$ cat config.mk
export PLATFORM = sky130hd
export DESIGN_NAME = fetch_sequencer
export DESIGN_NICKNAME = d
export VERILOG_FILES = /design/src/rtl/fetch_sequencer.sv
export SDC_FILE = /design/constraint.sdc
export NUM_CORES = 1
export LEC_CHECK = 0
export ABC_AREA = 1
export CORE_ASPECT_RATIO = 0.8
export CORE_UTILIZATION = 30
export CTS_BUF_LIST = sky130_fd_sc_hd__clkbuf_2 sky130_fd_sc_hd__clkbuf_4 sky130_fd_sc_hd__clkbuf_8
export CTS_CLUSTER_SIZE = 20
export DETAILED_ROUTE_END_ITERATION = 7
export SLEW_MARGIN = 25
export SYNTH_ARGS = -nofsm -noshare
export SYNTH_HDL_FRONTEND = slang
export SYNTH_SLANG_ARGS = --single-unit
export TNS_END_PERCENT = 100
$ cat constraint.sdc
create_clock -name clk -period 2.1 [get_ports clk]
set_input_delay 0.21 -clock clk [delete_from_list [all_inputs] [get_ports clk]]
set_output_delay 0.21 -clock clk [all_outputs]
set_load 0.01 [all_outputs]
$ cat src/rtl/fetch_sequencer.sv
// -----------------------------------------------------------------------------
// fetch_sequencer
//
// Program counter and fetch controller placed directly upstream of the
// instruction memory. It drives the memory address and program selection,
// latches the returned instruction into an instruction register, hands that
// register to the execute stage through a valid/done handshake, applies
// relative jumps resolved by the execute stage, stops on HALT (opcode 4'b1110)
// or on an out-of-range PC, and counts retired instructions (saturating).
//
// Optional feature (compile-time macro):
//   FETCH_PROG_RESTART_EN - when defined, a change of programSelectIn while in
//                           FETCH, ISSUE or HALT restarts the sequencer through
//                           IDLE. When undefined, programSelectIn is sampled
//                           only in IDLE.
//
// Parameters:
//   PROG_DEPTH  number of valid instruction slots; PC >= PROG_DEPTH is a fault
//   COUNT_W     width of the retired-instruction counter
//
// Ports:
//   clk              in   system clock, rising edge
//   rstN             in   synchronous active-low reset
//   programSelectIn  in   [7:0]  program selection switches
//   programSelect    out  [7:0]  latched selection to the instruction memory
//   address          out  [7:0]  current PC (direct copy of the PC register)
//   instruction      in   [15:0] combinational memory read data for address
//   instrReg         out  [15:0] latched instruction for the execute stage
//   instrValid       out         instrReg awaits execution
//   execDone         in          execute stage finished with instrReg
//   jumpTaken        in          qualifies execDone: apply jumpOffset
//   jumpOffset       in   [7:0]  two's-complement offset relative to PC+1
//   halted           out         sequencer stopped (HALT or fault)
//   fault            out         PC target reached >= PROG_DEPTH
//   instrCount       out  [COUNT_W-1:0] retired instructions, saturating
// -----------------------------------------------------------------------------
module fetch_sequencer #(
    parameter int unsigned PROG_DEPTH = 128,
    parameter int unsigned COUNT_W    = 16
) (
    input  logic               clk,
    input  logic               rstN,
    input  logic [7:0]         programSelectIn,
    output logic [7:0]         programSelect,
    output logic [7:0]         address,
    input  logic [15:0]        instruction,
    output logic [15:0]        instrReg,
    output logic               instrValid,
    input  logic               execDone,
    input  logic               jumpTaken,
    input  logic [7:0]         jumpOffset,
    output logic               halted,
    output logic               fault,
    output logic [COUNT_W-1:0] instrCount
);

    typedef enum logic [1:0] {
        S_IDLE  = 2'd0,
        S_FETCH = 2'd1,
        S_ISSUE = 2'd2,
        S_HALT  = 2'd3
    } state_e;

    localparam logic [3:0] OPC_HALT = 4'b1110;

    state_e               state_q;
    logic [7:0]           pc_q;
    logic [7:0]           sel_q;
    logic [15:0]          ir_q;
    logic                 valid_q;
    logic                 halted_q;
    logic                 fault_q;
    logic [COUNT_W-1:0]   cnt_q;

    logic [7:0]           next_pc_d;
    logic [COUNT_W-1:0]   cnt_d;
    logic                 in_range;
    logic                 is_halt;
    logic                 restart_req;

    // ------------------------------------------------------------------
    // Next-PC and counter arithmetic.
    // Adding the raw offset bits in 8 bits is the same as adding the
    // sign-extended offset modulo 256, so no explicit extension is needed.
    // ------------------------------------------------------------------
    always_comb begin
        next_pc_d = pc_q + 8'd1 + (jumpTaken ? jumpOffset : 8'd0);
        in_range  = ({24'd0, next_pc_d} < PROG_DEPTH);
        is_halt   = (instruction[15:12] == OPC_HALT);
        cnt_d     = (cnt_q == '1) ? cnt_q : cnt_q + COUNT_W'(1);
    end

`ifdef FETCH_PROG_RESTART_EN
    // Compare against the latched selection; IDLE never requests a restart
    // because it re-latches the switches itself.
    assign restart_req = (programSelectIn != sel_q);
`else
    assign restart_req = 1'b0;
`endif

    // ------------------------------------------------------------------
    // Sequencer FSM with registered outputs.
    // ------------------------------------------------------------------
    always_ff @(posedge clk) begin
        if (!rstN) begin
            state_q  <= S_IDLE;
            pc_q     <= '0;
            sel_q    <= '0;
            ir_q     <= '0;
            valid_q  <= 1'b0;
            halted_q <= 1'b0;
            fault_q  <= 1'b0;
            cnt_q    <= '0;
        end else begin
            case (state_q)
                S_IDLE: begin
                    sel_q   <= programSelectIn;
                    pc_q    <= '0;
                    state_q <= S_FETCH;
                end

                S_FETCH: begin
                    if (restart_req) begin
                        state_q  <= S_IDLE;
                        pc_q     <= '0;
                        valid_q  <= 1'b0;
                        halted_q <= 1'b0;
                        fault_q  <= 1'b0;
                        cnt_q    <= '0;
                    end else if (is_halt) begin
                        // HALT opcode is not loaded into the IR.
                        state_q  <= S_HALT;
                        halted_q <= 1'b1;
                    end else begin
                        ir_q    <= instruction;
                        valid_q <= 1'b1;
                        state_q <= S_ISSUE;
                    end
                end

                S_ISSUE: begin
                    if (restart_req) begin
                        // Restart wins over a same-cycle execDone.
                        state_q  <= S_IDLE;
                        pc_q     <= '0;
                        valid_q  <= 1'b0;
                        halted_q <= 1'b0;
                        fault_q  <= 1'b0;
                        cnt_q    <= '0;
                    end else if (execDone) begin
                        // The instruction retires even when its successor
                        // PC is out of range.
                        cnt_q   <= cnt_d;
                        valid_q <= 1'b0;
                        if (in_range) begin
                            pc_q    <= next_pc_d;
                            state_q <= S_FETCH;
                        end else begin
                            fault_q  <= 1'b1;
                            halted_q <= 1'b1;
                            state_q  <= S_HALT;
                        end
                    end
                end

                S_HALT: begin
                    if (restart_req) begin
                        state_q  <= S_IDLE;
                        pc_q     <= '0;
                        valid_q  <= 1'b0;
                        halted_q <= 1'b0;
                        fault_q  <= 1'b0;
                        cnt_q    <= '0;
                    end
                end

                default: begin
                    state_q <= S_IDLE;
                end
            endcase
        end
    end

    assign programSelect = sel_q;
    assign address       = pc_q;
    assign instrReg      = ir_q;
    assign instrValid    = valid_q;
    assign halted        = halted_q;
    assign fault         = fault_q;
    assign instrCount    = cnt_q;

endmodule

==> run_results.csv, run 1 <==
group,metric,value,unit
status,status,"finished with violations",
status,violations,"DRC",
timing,fin_crit_sh,87.4,%
logic_synthesis,syn_area,0.00291,mm2
global_routing,gr-total-overflow,0,
layout,drive_gt1_share,10.7,%
routing,viasPerCell,4.40,
flow_run,maxCapViolCount,0,
timing,setup_tns,0,ns
layout,final_core_util,43.6,%
timing,grt_setup_unrepaired,"false",
layout,synthToLayoutAreaGrowth,38.5,%
cts,cts.path.max_buffers,2,
placed_design,dp_slack,-0.256,ns
timing,worstMarginPinSlew,0.621,ns
layout,fin_area,0.00403,mm2
placed_design,routabilityCongestion,0.835,
floorplan,die_h,90.1,um
global_routing,grt_pass1_vias,2637,
cts,h-tree-depth,2,
floorplan,die_w,112,um
routing,wl_per_cell,11.6,um
pwr,power_switching,1140,uW
routing,vias,2728,
pwr,sequentialPowerShare,40.1,%
timing,min_period,1.84,ns
global_routing,grt_usage,14.8,%
logic_synthesis,synth_cell_type_count,37,
timing,fmaxAchievable,0.545,GHz
layout,fin_nets,553,
routing,first_iter_violations,122,
min_path,hp-class,"reg -> reg",
cts,post_cts_buffers,0,
cts,cts.sinks,53,
timing,setup_viol,0,
routing,ant_nets,0,
cts,cts_tree,"yes",
timing,holdWs,0.461,ns
logic_synthesis,synth_top_area_cell,"dfxtp_1",
placed_design,portBuffers,86,
timing,skew,0.00693,ns
pwr,internal-power,2050,uW
cts,cts_hold_buf,0,
worst_setup_path,crit_fanout,10,
cts,clkTransAtPathRegs,0.11,ns
worst_setup_path,crit_path_end_kind,"flip-flop",
logic_synthesis,syn_avg_cell_area,7.11,um2
timing,slew-limit-headroom,58.6,%
worst_setup_path,crit_type,"in -> reg",
pwr,p_leak,0.00174,uW
worst_setup_path,startpoint_type,"input pin",
floorplan,io_pins,87,
logic_synthesis,synth_top_cell_area_share,36.5,%
cts,cts_root_buf,"clkbuf_8",
global_routing,grt_pass1_wl,12300,um
timing,hold_violations,0,
pwr,p_sw_share,35.8,%
pwr,clkPwrFrac,19.2,%
worst_setup_path,required,2.34,ns
floorplan,num_rows,31,
cts,cts-buffers-inserted,5,
global_routing,grt_max_degree,24,
logic_synthesis,yosys_warnings,0,
logic_synthesis,synthTopCellsByArea,"dfxtp_1 36%, nand2_1 9.8%, nor2_1 9.8%",
global_routing,antenna_found_initial,0,
pwr,p_per_area,794,mW/mm2
cts,clock_latency,0.31,ns
timing,worst_slack,0.265,ns
routing,drc,4,
layout,antennaDiodeCount,0,
floorplan,dieArea,0.0101,mm2
placed_design,hpwl,5550,um
logic_synthesis,synth_cells,409,
placed_design,place_area,0.00393,mm2
worst_setup_path,arrival,2.08,ns
logic_synthesis,ys_seq_area_share,36.5,%
floorplan,coreArea,0.00923,mm2
timing,slew_violations,0,
pwr,ir_worst_vdd,0.365,mV
routing,totalWireLength,7180,um
cts,ctsResizeCount,0,
pwr,p_comb_share,40.7,%
routing,firstDrtPassIters,6,
logic_synthesis,synth_nets,458,
floorplan,initial_core_util,31.5,%
logic_synthesis,ys_ff_latch,53,
## final timing paths
check / from / end / slack [ns] / cells past startpoint
hold reg to reg: fault / fault / 0.46 / 2
setup / recovery: jumpOffset[4] / address[4] / 0.26 / 13
setup reg to reg: address[4] / address[4] / 0.29 / 10
hold / removal: fault / fault / 0.46 / 2
## worst max-delay path, stage by stage
cell	delay, ns
clkdlybuf4s50_1	0.45
nand2_1	0.05
inv_1	0.06
ha_1	0.27
nand2_1	0.09
nand2_1	0.06
a21oi_1	0.18
nand3_1	0.16
nand3_4	0.16
nand3_4	0.14
nand2_1	0.11
inv_1	0.05
nor2_1	0.10
## area by class of cell
cell class / instances / area [um2]
inverters: 60 / 238
multi-input cells: 284 / 1520
flip-flops and latches: 53 / 1060
clock buffers: 5 / 68.8
clock inverters: 3 / 25.0
well taps: 115 / 144
fillers: 955 / 5200
repair buffers: 100 / 968
## power by group through the flow
| stage | clock network (uW) | registers [uW] | logic [uW] |
|---|---|---|---|
| floorplan | 0 | 1360 | 636 |
| global placement | 0 | 1300 | 1280 |
| detailed placement | 0 | 1310 | 1300 |
| CTS | 639 | 1280 | 1310 |
| global route | 679 | 1310 | 1470 |
| finish | 614 | 1280 | 1300 |
## placed cells by master (no fill, tap or decap), types with 2 or more instances in the layout
| cell | instances |
|---|---|
| nor2_1 | 76 |
| and3_1 | 2 |
| nand2_1 | 76 |
| nand3b_1 | 2 |
| nor3_1 | 4 |
| dfxtp_1 | 53 |
| nor3b_2 | 2 |
| ha_1 | 12 |
| nand3_1 | 18 |
| o21ai_1 | 2 |
| nand4_1 | 9 |
| o21ai_0 | 30 |
| nor2_4 | 2 |
| a21oi_1 | 12 |
| nand2_2 | 9 |
| a21oi_2 | 6 |
| nand3_4 | 2 |
| xor2_1 | 4 |
| xnor2_1 | 4 |
| clkbuf_8 | 5 |
| xor2_2 | 2 |
| buf_4 | 14 |
| clkdlybuf4s50_1 | 85 |
| clkinv_4 | 3 |
| nand3_2 | 2 |
| inv_1 | 57 |
## synth_stat cells (all sizes together)
| cell | count |
|---|---|
| buf | 8 |
| clkinv | 2 |
| a31oi | 1 |
| a21oi | 18 |
| inv | 58 |
| o21bai | 1 |
| nor3 | 4 |
| nor2 | 79 |
| fa | 1 |
| and2 | 1 |
| xor2 | 6 |
| and3 | 2 |
| or2 | 2 |
| o21ai | 32 |
| ha | 12 |
| clkbuf | 4 |
| nand3b | 2 |
| nand3 | 22 |
| nand2 | 86 |
| dfxtp | 53 |
| nand4 | 9 |
| nor3b | 2 |
| xnor2 | 4 |
## stage by stage
step / total power [uW] / instances
3_5_place_dp: 2610 / 612
4_1_cts: 3240 / 620
2_1_floorplan: 2000 / 409
6_report: 3200 / 620
3_3_place_gp: 2590 / 612
5_1_grt: 3450 / 620
## kinds of logic after synthesis
family          synth area share (%)
fa+ha+maj                       5.85
xor+xnor                        3.53
compound gates                  9.85
buf+inv                         11.2
flops                           36.5
simple gates                    33.1
## metal layers
layer	vias to the layer above	track usage, %	part of all wire [%]
met2	64	22.2	41
met5	-	0	0
li1	1465	-	-
met1	1195	20.4	52
met4	0	4.33	0.93
met3	4	4.38	6.6
## sequential cells by signal (all words and copies together), names as in the netlist
signal	cells
fault	1
address	8
halted	1
state_q	2
programSelect	8
instrCount	16
instrValid	1
instrReg	16
(Power assumes the default switching activity.)
==> run 2: changes to the inputs <==
Settings changed: ABC_AREA 1 to not set.
==> run_results.csv, run 2 <==
group,metric,value,unit
worst_setup_path,required,2.31,ns
layout,synthToLayoutAreaGrowth,59.1,%
routing,first_iter_violations,62,
timing,skew,0.00463,ns
worst_setup_path,arrival,2.29,ns
floorplan,num_rows,28,
floorplan,initial_core_util,32.0,%
worst_setup_path,crit_path_end_kind,"flip-flop",
routing,viasPerCell,4.69,
layout,final_cell_mix,"79 x clkdlybuf4s50_1, 50 x dfxtp_1, 46 x nand2_1",
placed_design,dp_slack,-0.744,ns
min_path,hp-start,"jumpTaken",
layout,drive_gt1_share,18.4,%
layout,antennaDiodeCount,0,
timing,hold_violations,0,
global_routing,grt_pass1_vias,2227,
worst_setup_path,rrSetupSlack,0.02,ns
logic_synthesis,synth_cells,281,
routing,ant_nets,0,
routing,totalWireLength,6530,um
logic_synthesis,synth-main-ff-cell,"dfxtp_1",
pwr,ir_worst_vdd,0.302,mV
routing,drc,0,
cts,cts.sinks,53,
cts,h-tree-depth,2,
logic_synthesis,ys_seq_area_share,43.7,%
logic_synthesis,synth_top_area_cell,"dfxtp_1",
logic_synthesis,synth_edf_count,0,
floorplan,coreArea,0.00760,mm2
placed_design,portBuffers,86,
pwr,p_leak,0.00154,uW
logic_synthesis,yosys-top-cells-count,"53 x dfxtp_1, 46 x nand2_1, 30 x nor2_1, 20 x a21oi_1, 13 x xor2_1",
global_routing,grt_pass1_wl,10500,um
status,status,"completed",
worst_setup_path,r2r_start,"address[1]",
layout,layout_commonest_cell,"clkdlybuf4s50_1",
min_path,hold_depth,4,
logic_synthesis,synth_top_cell_area_share,43.7,%
floorplan,die_h,82.5,um
placed_design,hpwl,4890,um
min_path,hold_end,"address[0]",
timing,setup_viol,0,
logic_synthesis,synth_nets,330,
floorplan,io_pins,87,
logic_synthesis,ys_async_sr_fraction,0,%
global_routing,antenna_found_initial,0,
cts,cts_root_buf,"clkbuf_8",
timing,worstMarginPinSlew,0.559,ns
cts,cts-buffers-inserted,5,
pwr,p_per_area,721,mW/mm2
logic_synthesis,syn_avg_cell_area,8.65,um2
logic_synthesis,synth_cell_type_count,40,
timing,min_period,2.08,ns
global_routing,grt_max_degree,26,
cts,cts.path.max_buffers,2,
cts,cts_tree,"yes",
global_routing,grt_usage,15.8,%
cts,clkTransAtPathRegs,0.09,ns
logic_synthesis,yosys_warnings,0,
routing,firstDrtPassIters,4,
worst_setup_path,crit_type,"reg -> reg",
layout,fin_nets,446,
floorplan,die_w,103,um
worst_setup_path,worst_r2r_path_depth,7,
worst_setup_path,crit_fanout,7,
worst_setup_path,startpoint_type,"flip-flop",
floorplan,dieArea,0.00847,mm2
placed_design,place_area,0.00361,mm2
pwr,finalPower,2790,uW
logic_synthesis,ys_ff_latch,53,
timing,slew_violations,0,
logic_synthesis,synthTopCellsByArea,"dfxtp_1 44%, nand2_1 7.1%, ha_1 6.2%",
cts,clock_latency,0.30,ns
timing,slew-limit-headroom,62.7,%
flow_run,maxCapViolCount,0,
placed_design,routabilityCongestion,0.813,
min_path,hp-class,"in -> reg",
timing,grt_setup_unrepaired,"true",
timing,worst_slack,0.0152,ns
logic_synthesis,yosysMostFrequentCell,"dfxtp_1",
routing,vias,2350,
timing,setup_tns,0,ns
logic_synthesis,syn_area,0.00243,mm2
worst_setup_path,rr_endpoint,"address[6]",
timing,fin_crit_sh,99.3,%
global_routing,gr-total-overflow,0,
routing,wl_per_cell,13.0,um
timing,fmaxAchievable,0.480,GHz
layout,fin_area,0.00386,mm2
[run 2: logic make-up (layout without fill, tap and decap cells)]
group | Yosys count | count (layout) | synth area share [%]
AND/OR/NAND/NOR | 114 | 114 | 21.3
flip-flops | 53 | 53 | 43.7
AO/OA/AOI/OAI | 52 | 52 | 14.4
buffers and inverters | 22 | 137 | 3.45
XOR/XNOR | 18 | 18 | 6.49
adder cells (fa/ha/maj) | 13 | 13 | 7.00
multiplexers | 9 | 9 | 3.71
[run 2: worst max path at each step]
stage               startpoint    endpoint  slack (ns)  cells past startpoint
finish              address[1]  address[6]        0.02                      7
CTS                 address[1]  address[5]       -0.05                      7
global route        address[6]  address[6]       -0.06                      6
floorplan           address[6]  address[5]       -0.02                      7
detailed placement   jumpTaken  address[5]       -0.74                     10
global placement     jumpTaken  address[5]       -0.65                     10
[run 2: per-layer routing]
layer	up-vias	global-route usage (%)	share of wire (%)
li1	1197	-	-
met1	1075	21.5	50
met2	76	25.1	42
met3	2	3.87	7.0
met4	0	3.86	0.54
met5	-	0	0
[run 2: cell type report]
cell class / instances / area [um2]
flip-flops and latches: 53 / 1060
clock inverters: 1 / 5.00
fillers: 743 / 3740
well taps: 105 / 131
clock buffers: 5 / 68.8
repair buffers: 122 / 1130
inverters: 9 / 33.8
multi-input cells: 206 / 1440
[run 2: through the flow]
stage / util [%] / hold slack (ns) / std cells
detailed placement: 47.5 / 0.446 / 491
global placement: 47.5 / 0.441 / 491
finish: 50.8 / 0.418 / 501
global route: 50.8 / 0.434 / 501
floorplan: - / 0.346 / 281
CTS: 50.3 / 0.448 / 500
[run 2: repair_timing]
item                                    CTS  global route
gates resized for setup                  30            10
pin swaps                                17             8
hold endpoints to repair                  0             0
setup buffers                             3             1
hold buffers                              0             0
endpoints found under the setup margin    9             8
[run 2: report_power, final]
part	internal [uW]	switching [uW]
Clock	220	309
Combinational	539	506
Sequential	1140	72.5
Total	1900	888
[run 2: critical path, cell delays in order, from the launching register on]
cell     delay (ns)
dfxtp_2        0.36
ha_4           0.20
nor2b_4        0.12
o31a_1         0.28
o22ai_2        0.15
xnor2_2        0.11
or4_4          0.51
o32ai_2        0.27
==> run 3: changes to the inputs <==
Settings changed: CTS_BUF_LIST sky130_fd_sc_hd__clkbuf_2 sky130_fd_sc_hd__clkbuf_4 sky130_fd_sc_hd__clkbuf_8 to not set.
==> results of run 3 <==
Same layout as run 2: the final DEF is identical, and so are final timing and power.
